$ cat src/rtl/render_pkg.sv
// Shared types for the wireframe renderer: fixed-point format, pixel coordinate,
// vertex layout and the sequencing FSM encoding.
package render_pkg;

  localparam int FXP_INT  = 8;
  localparam int FXP_FRAC = 8;
  localparam int PIX_W    = 10;

  typedef logic signed [PIX_W-1:0] pix_t;
  typedef logic [1:0][FXP_INT+FXP_FRAC-1:0] vertex_t;

  typedef enum logic [1:0] {
    S_IDLE,
    S_SETUP,
    S_STEP,
    S_DONE
  } state_t;

  // Round half up: integer part plus the first fractional bit.
  function automatic pix_t to_pix(input logic [FXP_INT+FXP_FRAC-1:0] c);
    logic signed [FXP_INT-1:0] ip;
    ip = c[FXP_INT+FXP_FRAC-1:FXP_FRAC];
    return pix_t'(ip) + pix_t'({1'b0, c[FXP_FRAC-1]});
  endfunction

endpackage

$ cat src/rtl/line_stepper.sv
// One Bresenham edge, endpoints inclusive: load latches the endpoints, each
// advance moves to the next pixel until last is reached.
module line_stepper
  import render_pkg::*;
(
  input  logic clk,
  input  logic rst,
  input  logic load,
  input  logic advance,
  input  pix_t x0,
  input  pix_t y0,
  input  pix_t x1,
  input  pix_t y1,
  output pix_t x,
  output pix_t y,
  output logic last
);

  localparam int EW = PIX_W + 3;
  typedef logic signed [EW-1:0] err_t;

  err_t ddx, ddy, adx, ady;
  err_t dx, dy, err, e2, err_nx;
  pix_t x_end, y_end, x_nx, y_nx;
  logic sx_neg, sy_neg;

  assign ddx  = err_t'(x1) - err_t'(x0);
  assign ddy  = err_t'(y1) - err_t'(y0);
  assign adx  = ddx[EW-1] ? -ddx : ddx;
  assign ady  = ddy[EW-1] ? -ddy : ddy;
  assign last = (x == x_end) && (y == y_end);

  // dy is held negated so both axis decisions compare against e2 directly.
  always_comb begin
    e2     = err <<< 1;
    err_nx = err;
    x_nx   = x;
    y_nx   = y;
    if (e2 >= dy) begin
      err_nx = err_nx + dy;
      x_nx   = sx_neg ? x - pix_t'(1) : x + pix_t'(1);
    end
    if (e2 <= dx) begin
      err_nx = err_nx + dx;
      y_nx   = sy_neg ? y - pix_t'(1) : y + pix_t'(1);
    end
  end

  always_ff @(posedge clk or posedge rst) begin
    if (rst) begin
      x      <= '0;
      y      <= '0;
      x_end  <= '0;
      y_end  <= '0;
      dx     <= '0;
      dy     <= '0;
      err    <= '0;
      sx_neg <= 1'b0;
      sy_neg <= 1'b0;
    end else if (load) begin
      x      <= x0;
      y      <= y0;
      x_end  <= x1;
      y_end  <= y1;
      dx     <= adx;
      dy     <= -ady;
      err    <= adx - ady;
      sx_neg <= ddx[EW-1];
      sy_neg <= ddy[EW-1];
    end else if (advance && !last) begin
      x   <= x_nx;
      y   <= y_nx;
      err <= err_nx;
    end
  end

endmodule

$ cat src/rtl/triangle_wireframe.sv
// Draws the three edges of a triangle into a ready/valid pixel stream, skipping
// off-screen pixels in a single cycle each.
module triangle_wireframe
  import render_pkg::*;
#(
  parameter int SCR_W   = 128,
  parameter int SCR_H   = 128,
  parameter int COLOR_W = 8
) (
  input  logic               clk,
  input  logic               rst,
  input  logic               start,
  input  vertex_t            v1,
  input  vertex_t            v2,
  input  vertex_t            v3,
  input  logic [COLOR_W-1:0] color,
  input  logic               fb_ready,
  output logic               fb_we,
  output logic [PIX_W-1:0]   fb_x,
  output logic [PIX_W-1:0]   fb_y,
  output logic [COLOR_W-1:0] fb_color,
  output logic               busy,
  output logic               done
);

  localparam int XW = PIX_W + 1;
  localparam logic signed [XW-1:0] X_LIM = XW'(SCR_W);
  localparam logic signed [XW-1:0] Y_LIM = XW'(SCR_H);

  state_t             state, state_nx;
  vertex_t            v1_q, v2_q, v3_q, va, vb;
  logic [COLOR_W-1:0] color_q;
  logic [1:0]         edge_idx;
  logic               accept, load, adv, edge_inc, on_screen, last;
  pix_t               cur_x, cur_y;

  always_comb begin
    va = v1_q;
    vb = v2_q;
    case (edge_idx)
      2'd1:    begin va = v2_q; vb = v3_q; end
      2'd2:    begin va = v3_q; vb = v1_q; end
      default: ;
    endcase
  end

  line_stepper u_step (
    .clk     (clk),
    .rst     (rst),
    .load    (load),
    .advance (adv),
    .x0      (to_pix(va[0])),
    .y0      (to_pix(va[1])),
    .x1      (to_pix(vb[0])),
    .y1      (to_pix(vb[1])),
    .x       (cur_x),
    .y       (cur_y),
    .last    (last)
  );

  assign on_screen = !cur_x[PIX_W-1] && !cur_y[PIX_W-1] &&
                     (XW'(cur_x) < X_LIM) && (XW'(cur_y) < Y_LIM);

  always_comb begin
    state_nx = state;
    accept   = 1'b0;
    load     = 1'b0;
    adv      = 1'b0;
    edge_inc = 1'b0;
    fb_we    = 1'b0;
    busy     = 1'b0;
    done     = 1'b0;
    case (state)
      S_IDLE: begin
        if (start) begin
          accept   = 1'b1;
          state_nx = S_SETUP;
        end
      end
      S_SETUP: begin
        busy     = 1'b1;
        load     = 1'b1;
        state_nx = S_STEP;
      end
      S_STEP: begin
        busy  = 1'b1;
        fb_we = on_screen;
        adv   = on_screen ? fb_ready : 1'b1;
        if (adv && last) begin
          if (edge_idx == 2'd2) begin
            state_nx = S_DONE;
          end else begin
            edge_inc = 1'b1;
            state_nx = S_SETUP;
          end
        end
      end
      S_DONE: begin
        done     = 1'b1;
        state_nx = S_IDLE;
      end
      default: state_nx = S_IDLE;
    endcase
  end

  always_ff @(posedge clk or posedge rst) begin
    if (rst) begin
      state    <= S_IDLE;
      v1_q     <= '0;
      v2_q     <= '0;
      v3_q     <= '0;
      color_q  <= '0;
      edge_idx <= '0;
    end else begin
      state <= state_nx;
      if (accept) begin
        v1_q     <= v1;
        v2_q     <= v2;
        v3_q     <= v3;
        color_q  <= color;
        edge_idx <= '0;
      end else if (edge_inc) begin
        edge_idx <= edge_idx + 2'd1;
      end
    end
  end

  assign fb_x     = cur_x;
  assign fb_y     = cur_y;
  assign fb_color = color_q;

endmodule

$ cat config.mk
export PLATFORM = sky130hd
export DESIGN_NAME = triangle_wireframe
export DESIGN_NICKNAME = d
export VERILOG_FILES = /design/src/rtl/render_pkg.sv /design/src/rtl/line_stepper.sv /design/src/rtl/triangle_wireframe.sv
export SDC_FILE = /design/constraint.sdc
export NUM_CORES = 1
export LEC_CHECK = 0
export CORE_MARGIN = 2
export CORE_UTILIZATION = 40
export DETAILED_ROUTE_END_ITERATION = 10
export GPL_TIMING_DRIVEN = 0
export PLACE_DENSITY = 0.68
export SLEW_MARGIN = 10
export SYNTH_ARGS = -nofsm -noshare
export SYNTH_HDL_FRONTEND = slang
export SYNTH_HIERARCHICAL = 1
export SYNTH_SLANG_ARGS = --single-unit
$ cat constraint.sdc
create_clock -name clk -period 6.45 [get_ports clk]
set_input_delay 1.29 -clock clk [delete_from_list [all_inputs] [get_ports clk]]
set_output_delay 1.29 -clock clk [all_outputs]
set_load 0.01 [all_outputs]
Word-level counts from Yosys, hierarchy flattened
Cells that the tools add are included.
{ "word_totals": {"ff_bits": 187, "in_bits": 108, "word_cells": 99, "output_inout_bits": 31} }
{ "op_classes": {"reduce_logical": 18, "mux": 33, "add_sub_neg": 17, "eq_ne": 9, "n_lt_le_gt_ge": 4} }
{ "ops": {"columns": ["cell", "n"], "rows": [
  ["$pmux 32 s2", 2],
  ["$mux 10", 8],
  ["$mux 13", 6],
  ["$neg 13->13", 3],
  ["$add 8x2->9", 4],
  ["$add 13x13->13", 2],
  ["$add 10x2->10 const B", 2],
  ["$eq 10x9->1", 2],
  ["$lt 10x9->1 const B", 2],
  ["$sub 10x2->10 const B", 2],
  ["$sub 9x9->10", 2],
  ["$ge 13x13->1", 1],
  ["$le 13x13->1", 1],
  ["$sub 13x13->13", 1],
  ["$mux 1", 11],
  ["$mux 2", 5],
  ["$pmux 2 s4", 1],
  ["$reduce_bool 2->1", 4],
  ["$eq 2x2->1 const B", 3],
  ["$logic_and 1x1->1", 6],
  ["$reduce_and 2->1", 3],
  ["$eq 2x1->1 const B", 2],
  ["$ne 2x2->1 const B", 2],
  ["$logic_not 1->1", 3],
  ["3 further kinds", 3]
]} }

Logic depth before layout (Yosys ltp)
{ "depth": {"ltp_word": 10, "ltp_mapped": 34, "depth_no_buf": 28} }

Modules after synthesis
The synthesis kept the hierarchy.
{ "by_module_without_submodules": {"columns": ["mod", "instances", "cells_each", "area_per_inst_um2"], "rows": [
  ["line_stepper", 1, 978, 8189.1],
  ["triangle_wireframe", 1, 360, 4083.9]
]} }

Worst setup path after synthesis
OpenSTA, ideal clock, no wires.
{ "synth_path": {"kind": "reg-to-reg", "startpoint": "register edge_idx[0]", "endpoint": "register u_step.err[10]", "n_path_buf": 5, "path_stages_with_launch": 32, "setup_ns": 0.124, "required_ns": 6.326, "period_less_slack_ns": 5.850, "setup_slack_ns": 0.600, "arrival_time_ns": 5.726, "cell_sequence": "dfrtp_1 inv_1 ha_1 buf_4 buf_4 buf_2 buf_2 nand2_1 o21ai_0 ha_1 nor3b_1 nand2b_1 xnor2_1 inv_1 ha_1 nor2_1 a211oi_2 o221ai_1 a21oi_1 clkbuf_1 mux2i_1 fa_1 inv_1 a21o_1 a21oi_1 o21bai_1 a21o_1 a21oi_1 maj3_2 nor3b_1 a32o_1 a211o_1"} }
{ "synth_via": {"elab_chain_cells": 8, "word_cells_on_any_way": 16, "cone_classes": "9 x add/sub; 2 x eq/ne; 5 x mux"} }
{ "synth_lines": {"columns": ["item", "line", "source"], "rows": [
  ["start: declaration", "triangle_wireframe.sv:33", "logic [1:0] edge_idx;"],
  ["start signal: assignment", "triangle_wireframe.sv:123", "edge_idx <= edge_idx + 2'd1;"],
  ["$eq 2x2->1 or $eq 2x1->1 (tied branches)", "triangle_wireframe.sv:40", "case (edge_idx)"],
  ["$pmux 32 s2", "triangle_wireframe.sv:40", null],
  ["$add 8x2->9", "render_pkg.sv:23", "return pix_t'(ip) + pix_t'({1'b0, c[FXP_FRAC-1]});"],
  ["$sub 9x9->10, on equally long branches", "line_stepper.sv:27, line_stepper.sv:28", null],
  ["$neg 13->13, on equally long branches", "line_stepper.sv:29, line_stepper.sv:30", null],
  ["$mux 13, on equally long branches", "line_stepper.sv:29, line_stepper.sv:30", null],
  ["$sub 13x13->13 *", "line_stepper.sv:67", "err <= adx - ady;"],
  ["$mux 13 *", "line_stepper.sv:60", "end else if (load) begin"],
  ["end signal: assignment", "line_stepper.sv:67", null],
  ["end signal: assignment", "line_stepper.sv:73", "err <= err_nx;"],
  ["end: declaration", "line_stepper.sv:23", "err_t dx, dy, err, e2, err_nx;"]
]} }
Every way passes the cells marked *; elsewhere a longest branch is shown, timed or not.
A chain may end at the register's enable or synchronous reset.

Worst setup path in the final report
Same ends and word-level chain as after synthesis.

==> impl_results.md <==
* Outcome: completed
* Slowest Stage Delay on Critical Path at 0.46 ns
* N_diodes at 0
* Final Instance Area at 0.01452 mm2
* CTS root buffer: clkbuf_16
* PD cells at 138.2 mW/mm2
* CP Class: register to register
* Final nets at 1678
* Multi-input logic area at 0.008074 mm2
* Mapped Avg Cell Area at 9.173 um2
* Reg2Reg Depth at 29
* HP Start: u_step/dx[12]
* Detailed-route DRC error count at 0
* 1st-iter DRT viols at 647
* Die ar. at 0.03210 mm2
* Max-slew headroom at 35.73%
* CTS buffer count at 17
* EDFF count, synth at 0
* Slew Limit Fails at 0
* Clock skew at between 0.01 and 0.015 ns
* Tightest Pin Transition at 0.9577 ns
* Reg2Reg Setup Slack at roughly 0.21 ns
* Leak at ~0.0064 uW
* DR pass1 iterations at 5
* Final setup viols at 0
* Seq cells post-synth at 146
* Post-synthesis sequential area ratio at 29.77%
* CTS tree: done
* Worst skew pair latency at about 0.43 ns
* Synth Instances at 1338
* Placed inst area at 0.01379 mm2
* Global-route wire length before repair at between 50000 and 60000 um
* Crit. Startpoint: edge_idx[0]
* Clock transition at path regs at 0.07 ns
* FP Rows at 64
* Synthesis-to-finish area growth at 18.28%
* H-tree depth at 4
* Worst flop-to-flop path startpoint: edge_idx[0]
* ANT nets after route at 0
* HPWL Detailed at 26460 um
* Worst min path class: register to register
* DR WL/cell at 17.85 um
* Clock Tree Buf Depth at 2
* YS warnings at 6
* Crit-path max FO at 10
* Die Height at roughly 180 um
* Largest net degree at the start of global routing at 66
* Total Wirelength at 33250 um
* Arrival time worst endpoint at 6.54 ns
* Total gr overflow at 0
* Top_reg_cell synth: dfrtp_1
* Die W at between 150 and 200 um
* Vias per cell at 5.568
* Peak Freq at roughly 0.16 GHz
* Cell area after synthesis at around 0.012 mm2
* Crit path max-delay cell type: fa_1
* Period utilisation layout at a little over nine tenths
* Tmin final at approximately 6.2 ns
* Worst EP required at 6.75 ns
* Mapped Nets at 1562
* PnR Total Power at 2006 uW
* Core area at between 0.03 and 0.04 mm2
* Worst IR Drop VDD at 0.1894 mV
* Sequential cell area at 0.003654 mm2
* Final GP Congestion at roughly 0.90
* Critical path launch point type: register
* Critical R2R Capture: u_step/err[10]
* Last element of the critical path: u_step/err[10]
* Initial antenna violation count at 0
* Post-cts hold buffer count at 0
* Vias in the first global route at 10280
* Filler cells at 2892
* Max-cap violation count at 0
* Routed vias at 10370
* Setup crit end kind: register
* TritonCTS sink count at 146
* I/O Buffers at 96
* Final hold vios at 0
* I/O pins at 139
* Asr flop ratio synth at 100.0%
* Share of cells above drive strength 1 at 15.54%
* Initial core utilization at 40.33%
* Gr usage total at 21.12%
* Distinct cells, synth at 95
==> layer usage <==
metal  wire (um)  up-vias  share of wire (%)  global-route usage, %
li1            -     5045                  -                      -
met1       14540     4990                 44                  26.46
met2       16420      300                 49                  37.34
met3        1737       38                5.2                  3.605
met4         561        0                1.7                  5.780
met5           0        -                  0                      0
==> flip-flops by register name, summed over array words and instances, names as in the netlist, 2 cells and up <==
register      flops
u_step/dy        13
v3_q             18
u_step/err       12
fb_color          8
edge_idx          2
u_step/dx        13
state             2
v1_q             18
v2_q             18
u_step/y         10
u_step/x_end     10
u_step/x         10
u_step/y_end     10
==> kinds of logic (layout without fill, tap and decap cells) <==
group	Yosys count	in the layout	synth area share (%)
and+or+nand+nor	363	363	15.54
muxes	101	101	9.165
buffers and inverters	154	283	5.413
AOI/OAI and AO/OA	336	336	18.68
xor gates and xnor gates	121	121	9.094
DFF	146	146	29.77
adders and majority gates	117	117	12.35
==> metrics by stage <==
stage / utilization (%) / setup WS [ns] / hold slack, ns / setup TNS (ns) / instances
floorplan: - / 0.5996 / 0.4488 / 0 / 1338
finish: 47.71 / 0.2074 / 0.5023 / 0 / 1863
CTS: 47.51 / 0.05855 / 0.5148 / 0 / 1865
global route: 47.71 / -0.03666 / 0.5255 / -0.06084 / 1863
global placement: 45.12 / -0.4427 / 0.4801 / -1.467 / 1830
detailed placement: 45.32 / -0.5298 / 0.4978 / -1.923 / 1832
==> worst max-delay path, delay by kind of cell (launching register included) <==
family / cells / cell delay [ns]
buf+inv: 6 / 0.92
xor+xnor: 1 / 0.26
compound gates: 12 / 1.95
flops: 1 / 0.39
simple gates: 4 / 0.82
fa+ha+maj: 6 / 1.75
==> area by class of cell <==
| class | count | share of cell area, % |
|---|---|---|
| multi-input cells | 1038 | 55.62 |
| flip-flops and latches | 146 | 25.17 |
| repair buffers | 102 | 7.206 |
| well taps | 396 | 3.413 |
| clock buffers | 18 | 2.956 |
| inverters | 101 | 2.646 |
| plain buffers | 48 | 1.836 |
| clock inverters | 14 | 1.155 |
==> cell usage in the layout (no fill, tap or decap), types with 13 or more instances in the layout <==
master and count:
dfrtp_1 146, ha_1 104, inv_1 97, clkdlybuf4s50_1 96, mux2_2 91, nand2_1 87
nor2_1 85, o21ai_0 85, a21oi_1 77, xnor2_1 76, nor2b_1 39, xor2_1 38
nand3_1 25, clkbuf_1 25, nor3_1 23, a21o_1 17, clkbuf_16 17, a221oi_1 16
a211oi_1 16, a22oi_1 15, nand2b_1 14, nor4_1 13
==> synthesized netlist by cell type, types with 4 or more instances <==
cell type	instances	area, um2
mux2i_1	10	100.1
nand3_1	25	125.1
o21ai_1	9	45.04
a2111o_1	4	45.04
or2_2	8	50.05
ha_1	109	1364
nand2_1	87	326.6
nand4_1	12	75.07
inv_1	99	371.6
buf_4	7	52.55
o21a_1	7	52.55
o22ai_1	6	37.54
or3_1	8	50.05
fa_1	7	140.1
clkbuf_1	27	101.4
o21ai_0	89	445.4
dfrtp_1	146	3654
buf_2	12	60.06
nor3_1	23	115.1
o211ai_1	7	52.55
nor3b_1	5	37.54
a221oi_2	9	135.1
mux2_2	91	1025
nor2b_1	39	244.0
and3_1	10	62.56
xnor2_1	76	665.6
nand2b_1	14	87.58
nor2_1	85	319.1
nor4_1	13	81.33
a22oi_1	15	112.6
a221oi_1	16	140.1
a31oi_1	11	68.82
buf_6	6	67.56
xor2_1	39	341.6
a21o_1	17	127.6
a21oi_1	82	410.4
a211oi_1	16	120.1
==> report_power, final <==
group / leakage (uW) / internal [uW] / switching (uW)
Sequential: 0.00193 / 915 / 0
Clock: 0.000286 / 584 / 444
Combinational: 0.00416 / 38.2 / 24.9
Total: 0.00637 / 1540 / 468
==> repair_timing <==
action	CTS	global route
gates resized for setup	15	19
setup endpoints to repair	6	5
pin swaps	1	3
buffers inserted	2	2
endpoints found under the hold margin	0	0
gates cloned	0	0
==> how the worst min path moves through the flow <==
stage	end	slack [ns]	cells past startpoint
final	u_step/dx[12]	0.50	2
after global routing	fb_color[7]	0.53	1
after CTS	u_step/dx[12]	0.51	2
after detailed placement	fb_color[6]	0.50	1
after global placement	u_step/dx[12]	0.48	2
after floorplan	u_step/dx[12]	0.45	2
Note: power is estimated with default switching activity, not from simulation.
